$ cat src/rtl/adder_nbits_seq.sv
// adder_nbits_seq: multi-cycle WIDTH-bit adder that processes CHUNK bits per clock.
// The operands and carry are latched on start. Slices are added LSB first
// through a registered ripple carry. Sum, carry-out and signed overflow are
// published together with a one-cycle done pulse.
// Optional feature: define ADDER_SEQ_SUB_EN to add the `sub` port, which
// selects a - b (computed as a + ~b + 1).

// One CHUNK-wide slice of the ripple adder.
module adder_nbits_seq_slice #(
  parameter int W = 4
) (
  input  logic [W-1:0] a,
  input  logic [W-1:0] b,
  input  logic         ci,
  output logic [W-1:0] s,
  output logic         co
);
  // Full-width add; the extra top bit is the slice carry.
  always_comb begin
    {co, s} = {1'b0, a} + {1'b0, b} + {{W{1'b0}}, ci};
  end
endmodule

module adder_nbits_seq #(
  parameter int WIDTH = 8,
  parameter int CHUNK = 4
) (
  input  logic             clk,
  input  logic             rst,
  input  logic             start,
  input  logic [WIDTH-1:0] a,
  input  logic [WIDTH-1:0] b,
  input  logic             carry_in,
`ifdef ADDER_SEQ_SUB_EN
  input  logic             sub,
`endif
  output logic             busy,
  output logic             done,
  output logic [WIDTH-1:0] sum,
  output logic             carry_out,
  output logic             overflow
);
  // WIDTH must be a multiple of CHUNK.
  localparam int NCHUNK = WIDTH / CHUNK;
  localparam int IDX_W  = (NCHUNK > 1) ? $clog2(NCHUNK) : 1;
  localparam logic [IDX_W-1:0] LAST_IDX = IDX_W'(NCHUNK - 1);

  typedef enum logic {IDLE, RUN} state_t;

  // Latched request. b holds the effective second operand, already inverted
  // when subtracting, so both the slice adder and the overflow check use it directly.
  typedef struct packed {
    logic [WIDTH-1:0] a;
    logic [WIDTH-1:0] b;
  } op_t;

  state_t           state, state_nxt;
  op_t              op_q;
  logic             carry_q;
  logic [IDX_W-1:0] idx_q;
  logic [WIDTH-1:0] part_q;     // shadow sum, assembled slice by slice
  logic [WIDTH-1:0] part_nxt;
  logic [CHUNK-1:0] sl_a, sl_b, sl_sum;
  logic             sl_co;
  logic             accept, last;
  logic [WIDTH-1:0] b_eff;
  logic             cin_eff;

  // Select the effective operand and carry that are latched at start.
  always_comb begin
    b_eff   = b;
    cin_eff = carry_in;
`ifdef ADDER_SEQ_SUB_EN
    if (sub) begin
      b_eff   = ~b;
      cin_eff = 1'b1;
    end
`endif
  end

  // Pick the slice addressed by idx. Only one CHUNK-wide adder exists.
  always_comb begin
    sl_a = op_q.a[idx_q*CHUNK +: CHUNK];
    sl_b = op_q.b[idx_q*CHUNK +: CHUNK];
  end

  adder_nbits_seq_slice #(.W(CHUNK)) u_slice (
    .a  (sl_a),
    .b  (sl_b),
    .ci (carry_q),
    .s  (sl_sum),
    .co (sl_co)
  );

  // Merge the current slice result into the shadow sum.
  always_comb begin
    part_nxt = part_q;
    part_nxt[idx_q*CHUNK +: CHUNK] = sl_sum;
  end

  // Hold the FSM state register.
  always_ff @(posedge clk or posedge rst) begin
    if (rst) state <= IDLE;
    else     state <= state_nxt;
  end

  // Compute the next state. Start is sampled only when idle.
  // RUN ends on the edge that writes the top slice.
  always_comb begin
    state_nxt = state;
    accept    = 1'b0;
    last      = 1'b0;
    case (state)
      IDLE: begin
        if (start) begin
          accept    = 1'b1;
          state_nxt = RUN;
        end
      end
      RUN: begin
        if (idx_q == LAST_IDX) begin
          last      = 1'b1;
          state_nxt = IDLE;
        end
      end
      default: state_nxt = IDLE;
    endcase
  end

  // Datapath: latch the request, ripple through the slices, and publish the results on the final slice.
  always_ff @(posedge clk or posedge rst) begin
    if (rst) begin
      op_q      <= '0;
      carry_q   <= 1'b0;
      idx_q     <= '0;
      part_q    <= '0;
      sum       <= '0;
      carry_out <= 1'b0;
      overflow  <= 1'b0;
      done      <= 1'b0;
    end else begin
      done <= last;
      if (accept) begin
        op_q.a  <= a;
        op_q.b  <= b_eff;
        carry_q <= cin_eff;
        idx_q   <= '0;
      end else if (state == RUN) begin
        part_q  <= part_nxt;
        carry_q <= sl_co;
        idx_q   <= last ? '0 : idx_q + 1'b1;
        if (last) begin
          sum       <= part_nxt;
          carry_out <= sl_co;
          overflow  <= (op_q.a[WIDTH-1] == op_q.b[WIDTH-1]) &&
                       (sl_sum[CHUNK-1] != op_q.a[WIDTH-1]);
        end
      end
    end
  end

  assign busy = (state == RUN);

endmodule

$ cat config.mk
export PLATFORM = sky130hd
export DESIGN_NAME = adder_nbits_seq
export DESIGN_NICKNAME = d
export VERILOG_FILES = /design/src/rtl/adder_nbits_seq.sv
export SDC_FILE = /design/constraint.sdc
export NUM_CORES = 1
export LEC_CHECK = 0
export CELL_PAD_IN_SITES_DETAIL_PLACEMENT = 0
export CELL_PAD_IN_SITES_GLOBAL_PLACEMENT = 2
export CORE_AREA = 3 3 70 72
export DETAILED_ROUTE_END_ITERATION = 7
export DIE_AREA = 0 0 73 75
export PLACE_DENSITY = 0.8
export SYNTH_ARGS = -nofsm -noshare
export SYNTH_HDL_FRONTEND = slang
export SYNTH_HIERARCHICAL = 1
export SYNTH_SLANG_ARGS = --single-unit
$ cat constraint.sdc
create_clock -name clk -period 5.2 [get_ports clk]
set_input_delay 0.52 -clock clk [delete_from_list [all_inputs] [get_ports clk]]
set_output_delay 0.52 -clock clk [all_outputs]
set_load 0.05 [all_outputs]
* Yosys cells after proc, flatten, opt, wreduce, memory -nomap -nowiden
Cells that the tools add are included.
Operators by class: add/sub/neg operators 4, equal/unequal tests 2, shifts and indexed selects 4, mux-type cells 12, bitwise logic cells 2, reductions and logical operators 4
Operator list (count):
- 3-bit negator with 34-bit output | 1
- 4-bit by 34-bit variable shift with 8-bit output (first input constant) | 1
- 4-bit by 34-bit indexed part select with 8-bit output | 1
- 8-bit by 4-bit indexed part select with 4-bit output | 2
- 1-bit two-way mux | 10
- 8-bit bitwise mux | 1
- 4-bit by 4-bit adder with 5-bit output | 1
- 5-bit by 1-bit adder with 5-bit output | 1
- 3-bit AND reduction | 1
- 1-bit inverter | 2
- 1-bit case mux with 2 select lines | 1
- 2-bit AND reduction | 1
- 2-bit nonzero test | 1
- 1-bit adder (second input constant) | 1
- 1-bit equality test | 1
- 1-bit logical AND | 1
- 1-bit != test | 1
Word-level totals: register bits after elaboration 38, bits of input ports 20, output and inout port bits 12, word-level logic and storage cells 38

* Longest topological paths before layout
Gate-level depths: netlist of run 1.
depth in word-level cells 5, mapped depth 10, mapped depth without buffers 9

* Cells and area by module
The synthesis of run 1 kept the hierarchy.
By module, submodules not included:
- adder_nbits_seq | instances 1, cells each 95, area an instance 1463.9 um2, sequential area each 850.8 um2
- adder_nbits_seq_slice | instances 1, cells each 16, area an instance 143.9 um2, sequential area each 0.0 um2

* Least setup slack after synthesis of run 1
OpenSTA, ideal clock, no wires.
path kind register to register, start reg idx_q, end reg overflow, setup time 0.082 ns, arrival 2.457 ns, data required time 5.118 ns, path slack 2.661 ns, stages on the path, launching flop included 9, path buffers 1, clock period less this slack 2.539 ns, cells stage by stage dfrtp_1 -> buf_2 -> mux2_2 -> fa_1 -> a21o_1 -> a21oi_2 -> xnor2_1 -> or3b_2 -> a31oi_1
On the way: longest elaborated chain between the ends 5, elaborated cells on any way between the ends 9, those cells by class add/sub: 2; eq/ne: 1; shift: 2; mux: 2; reduce/logical: 2
RTL lines:
- start: declaration | RTL line 60 | logic [IDX_W-1:0] idx_q;
- start signal: assignment | RTL line 151 | idx_q <= last ? '0 : idx_q + 1'b1;
- 8-bit by 4-bit indexed part select with 4-bit output | RTL line 83 | sl_a = op_q.a[idx_q*CHUNK +: CHUNK];
- net sl_a[0] | RTL line 63 | logic [CHUNK-1:0] sl_a, sl_b, sl_sum;
- 4-bit by 4-bit adder with 5-bit output | RTL line 20 | {co, s} = {1'b0, a} + {1'b0, b} + {{W{1'b0}}, ci};
- 5-bit by 1-bit adder with 5-bit output | RTL line 20
- net sl_sum[3] | RTL line 63
- 1-bit != test | RTL line 156 | (sl_sum[CHUNK-1] != op_q.a[WIDTH-1]);
- 1-bit logical AND | RTL line 155 | overflow <= (op_q.a[WIDTH-1] == op_q.b[WIDTH-1]) &&
- end signal: assignment | RTL line 155
- end: declaration | RTL line 41 | output logic overflow
The timed path passes the listed nets, and every way through them passes these cells. A chain may end at the register's enable or synchronous reset.

* Worst setup path after layout of run 1
Ends and elaborated chain as after synthesis.

==> flow_summary.ini, run 1 <==
[outcome]
outcome = completed

[placement]
port_buffers = 31
hpwl_mm = 1.99
place_congestion = 0.665
place_area_sq_mm = 0.00194

[global_routing]
grt_pass1_wl_mm = 4.51
grt_start_max_net_pins = 35
grt_pass1_vias = 972
antenna_found_initial = 0
gr-usage-all-layers_pct = 11.1
grt-ovfl-total = 0

[synthesis]
syn_area_per_cell_sq_um = 14.5
netlist_area_sq_mm = 0.00161
synth.net_count = 136
synth_flop_cell = dfrtp_1
ys_seq_elements = 34
synth_cell_types = 25
netlist_instances = 111
synth-edff-count = 0
synth_seq_area_share_pct = 52.9
yosysWarnings = 6
synthArstFlopShare_pct = 100

[setup_path]
rrSetupSlack_ps = 2410
worstPathRequired_ps = 5390
setup.worst_path.start = idx_q
worstSetupStartpointType = flop
worstReg2RegEnd = overflow
crit_type = flop to flop
endpoint_kind = flop
r2r_start = idx_q
r2r_cells = 7
crit_end = overflow
arrival_ps = 2980
crit_fanout = 16

[timing]
setup_viol = 0
max_freq_mhz = 359
slew_violations = 0
fin_tns_setup_ps = 0
fin_crit_sh_pct = 53.6
worstMarginPinSlew_ps = 1020
rsz0062_at_grt = false
whs_ps = 477
skew_ps = 6.12
maxSlewHeadroom_pct = 31.8
hold_violations = 0
min_period_ps = 2790

[drt]
wire_per_inst_um = 13.6
dr.pass1.iters = 3
drt_iter0_markers = 29
wl_mm = 2.68
drt-vias-per-instance = 4.74
drtAntennaViolNets = 0
route.detailed.drc = 0
vias = 934

[cts]
numCtsBuffers = 5
root_buffer = clkbuf_8
cts_sinks = 34
cts.repair.resized = 0
h-tree-depth = 2
path_clk_slew_ps = 70
clk_latency_ps = 280
post_cts.repair.setup_buffers = 0
clockBufferDepth = 2
cts_tree = built
postCtsHoldBufs = 0

[worst_hold_path]
hp-class = flop to flop

[layout]
area_growth_pct = 25.3
final_cell_mix = 34 x dfrtp_1, 31 x clkdlybuf4s50_1, 22 x mux2_2, 11 x mux2_4
final_util_pct = 46.3
layout_commonest_cell = dfrtp_1
drive_gt1_share_pct = 30.3
nets = 170
diodes = 0
final_area_sq_mm = 0.00201

[floorplan]
start_util_pct = 36.9
row_count = 24
num_io_pins = 32
die_w_um = 73
core-area_sq_mm = 0.00435
die-area_sq_mm = 0.00548
die_h_um = 75

[run]
cap_violations = 0
stage by stage:
stage / instances / setup WS (ps)
4_1_cts: 197 / 2380
5_1_grt: 197 / 2240
2_1_floorplan: 111 / 2660
6_report: 197 / 2410
3_5_place_dp: 190 / 2400
3_3_place_gp: 190 / 2520
cells by family (layout without fill, tap and decap cells):
logic type      after synthesis  in the layout  share of synthesized area, %
flops                        34             34                          52.9
fa+ha+maj                     5              5                          4.83
xor+xnor                      2              2                          1.09
mux                          34             34                          26.3
simple gates                 14             14                          5.52
buf+inv                      11             45                          4.82
compound gates               11             11                          4.51
how the worst min path moves through the flow:
stage,start,to,slack [ps],cells after the start
2_1_floorplan,part_q[0],sum[0],470,1
3_3_place_gp,sum[6],sum[6],460,1
3_5_place_dp,sum[7],sum[7],470,1
4_1_cts,sum[7],sum[7],480,1
5_1_grt,sum[7],sum[7],490,1
6_report,sum[7],sum[7],480,1
registers in the layout, summed over array words and instances (netlist names):
name and cells:
busy 1, carry_out 1, carry_q 1, done 1
idx_q 1, op_q 16, overflow 1, part_q 4
sum 8
critical path, cell delays in order, from the launching register on:
cell and delay [ps]:
dfrtp_1 680, mux2_2 420, fa_1 440, a21o_1 180, a21oi_2 150, xnor2_1 190
or3b_2 470, a31oi_1 180
area by class of cell:
class	instances	area [sq um]
clock buffer	7	76.3
fill	406	2340
inverter	6	22.5
tap	52	65.1
sequential	34	851
timing repair buffer	32	318
multi-input combinational	66	682
cell usage after synthesis (2+ instances only):
cell | n | area [sq um]
ha_1 | 3 | 37.5
xnor2_1 | 2 | 17.5
nor2b_1 | 2 | 12.5
fa_1 | 2 | 40.0
o21ai_0 | 3 | 15.0
inv_1 | 5 | 18.8
mux2_4 | 11 | 165
and3_1 | 4 | 25.0
a21o_1 | 5 | 37.5
mux2_2 | 22 | 248
nand2b_1 | 4 | 25.0
dfrtp_1 | 34 | 851
buf_6 | 2 | 22.5
layer usage:
| metal | global-route usage, % | routed length [um] |
|---|---|---|
| met5 | 0 | 0 |
| met4 | 4.30 | 9 |
| met3 | 4.81 | 159 |
| met2 | 17.3 | 1320 |
| met1 | 13.8 | 1190 |
Power of run 1 is not shown: default switching activity piles up to over one toggle a cycle in this logic, so the estimate is an artifact.
==> run 2, diff against run 1 <==
--- a/config.mk
+++ b/config.mk
@@ -7,10 +7,10 @@
 export LEC_CHECK = 0
 export CELL_PAD_IN_SITES_DETAIL_PLACEMENT = 0
 export CELL_PAD_IN_SITES_GLOBAL_PLACEMENT = 2
-export CORE_AREA = 3 3 70 72
+export CORE_AREA = 3 3 77 79
 export DETAILED_ROUTE_END_ITERATION = 7
-export DIE_AREA = 0 0 73 75
-export PLACE_DENSITY = 0.8
+export DIE_AREA = 0 0 80 82
+export PLACE_DENSITY = 0.7
 export SYNTH_ARGS = -nofsm -noshare
 export SYNTH_HDL_FRONTEND = slang
 export SYNTH_HIERARCHICAL = 1
==> constraint.sdc (replaced) <==
create_clock -name clk -period 2.3 [get_ports clk]
set_input_delay 0.23 -clock clk [delete_from_list [all_inputs] [get_ports clk]]
set_output_delay 0.23 -clock clk [all_outputs]
set_load 0.05 [all_outputs]
==> flow_summary.ini, run 2 (synthesized netlist as in run 1, its figures left out) <==
[outcome]
outcome = completed

[setup_path]
setup.worst_path.start = idx_q
worstSetupStartpointType = flop
r2r_start = idx_q
cp_cell_sequence = mux2_4 -> fa_2 -> a21o_1 -> a21oi_2 -> xnor2_1 -> or3b_4 -> a31oi_1
crit_type = flop to flop
slowest_delay_ps = 450
worstPathRequired_ps = 2500
path_buf_inv = 0
endpoint_kind = flop
arrival_ps = 2410
crit_fanout = 5
cp_slowest_cell = dfrtp_2
critPathTopFamily = flip-flops

[timing]
maxSlewHeadroom_pct = 66.8
setup_viol = 0
min_period_ps = 2210
skew_ps = 6.25
fin_tns_setup_ps = 0
slew_violations = 0
whs_ps = 347
fin_crit_sh_pct = 96.0
max_freq_mhz = 453
rsz0062_at_grt = true
hold_violations = 0
worstMarginPinSlew_ps = 497

[drt]
drtAntennaViolNets = 0
wire_per_inst_um = 12.5
vias = 948
route.detailed.drc = 0
drt_iter0_markers = 28
drt-vias-per-instance = 4.29
wl_mm = 2.76
dr.pass1.iters = 4

[global_routing]
antenna_found_initial = 0
gr-usage-all-layers_pct = 9.76
grt_start_max_net_pins = 35
grt-ovfl-total = 0
grt_pass1_wl_mm = 4.80
grt_pass1_vias = 996

[cts]
postCtsHoldBufs = 0
clockBufferDepth = 2
numCtsBuffers = 5
cts_tree = built
cts_sinks = 34
post_cts.repair.setup_buffers = 0
cts.repair.resized = 0
root_buffer = clkbuf_8
path_clk_slew_ps = 70
clk_latency_ps = 280
h-tree-depth = 2

[layout]
area_growth_pct = 31.0
top_register = op_q
layout_commonest_cell = dfrtp_1
largest_reg_flops = 16
final_cell_mix = 33 x dfrtp_1, 31 x clkdlybuf4s50_1, 20 x mux2_2, 13 x mux2_4
drive_gt1_share_pct = 34.2
reg_top3 = op_q x16, sum x8, part_q x4
final_area_sq_mm = 0.00211
nets = 173
diodes = 0

[floorplan]
num_io_pins = 32
die_w_um = 80
row_count = 27
core-area_sq_mm = 0.00541
start_util_pct = 29.7
die-area_sq_mm = 0.00656
die_h_um = 82

[placement]
place_area_sq_mm = 0.00200
hpwl_mm = 2.12
place_congestion = 0.700
port_buffers = 31

[run]
cap_violations = 0

[worst_hold_path]
hp-class = input pin to asynchronous set/reset pin
[run 2: changes by cell type in the layout (fill, tap and decap cells not counted), moves of 2 or more]
cell and delta:
buf_4 +3, clkbuf_1 -2, clkinv_2 +2, mux2_2 -2, mux2_4 +2
[run 2: final timing paths]
kind / slack, ps / end / depth (start not counted)
setup reg to reg: 90 / overflow / 7
setup / recovery: 90 / overflow / 7
hold / removal: 350 / sum[4] / 3
min in group clk: 480 / sum[5] / 1
max in group asynchronous: 1630 / idx_q / 3
hold reg to reg: 480 / sum[5] / 1
[run 2: worst min-delay path, cell delays in order]
cell and delay, ps:
clkdlybuf4s50_1 400, inv_1 50, buf_4 370
[run 2: layout make-up]
type | count | area (sq um)
clock buffer | 5 | 68.8
clock inverter | 3 | 40.0
fill | 542 | 3300
inverter | 6 | 22.5
multi-input combinational | 66 | 692
sequential | 34 | 852
tap | 72 | 90.1
timing repair buffer | 35 | 340
[run 2: metrics by stage]
step | worst slack, ps | utilization (%) | cells
CTS | 5.35 | 38.9 | 221
finish | 91.0 | 39.0 | 221
floorplan | 11.6 | - | 111
global route | 5.78 | 39.0 | 221
detailed placement | 15.2 | 36.9 | 213
global placement | 106 | 36.9 | 213
[run 2: routing by layer]
| layer | up-vias | wire length, um | GRT usage (%) |
|---|---|---|---|
| met5 | - | 0 | 0 |
| met4 | 0 | 18 | 3.55 |
| met3 | 2 | 166 | 3.29 |
| met2 | 25 | 1340 | 15.9 |
| met1 | 463 | 1230 | 12.0 |
| li1 | 458 | - | - |
Power of run 2 is left out for the same reason.
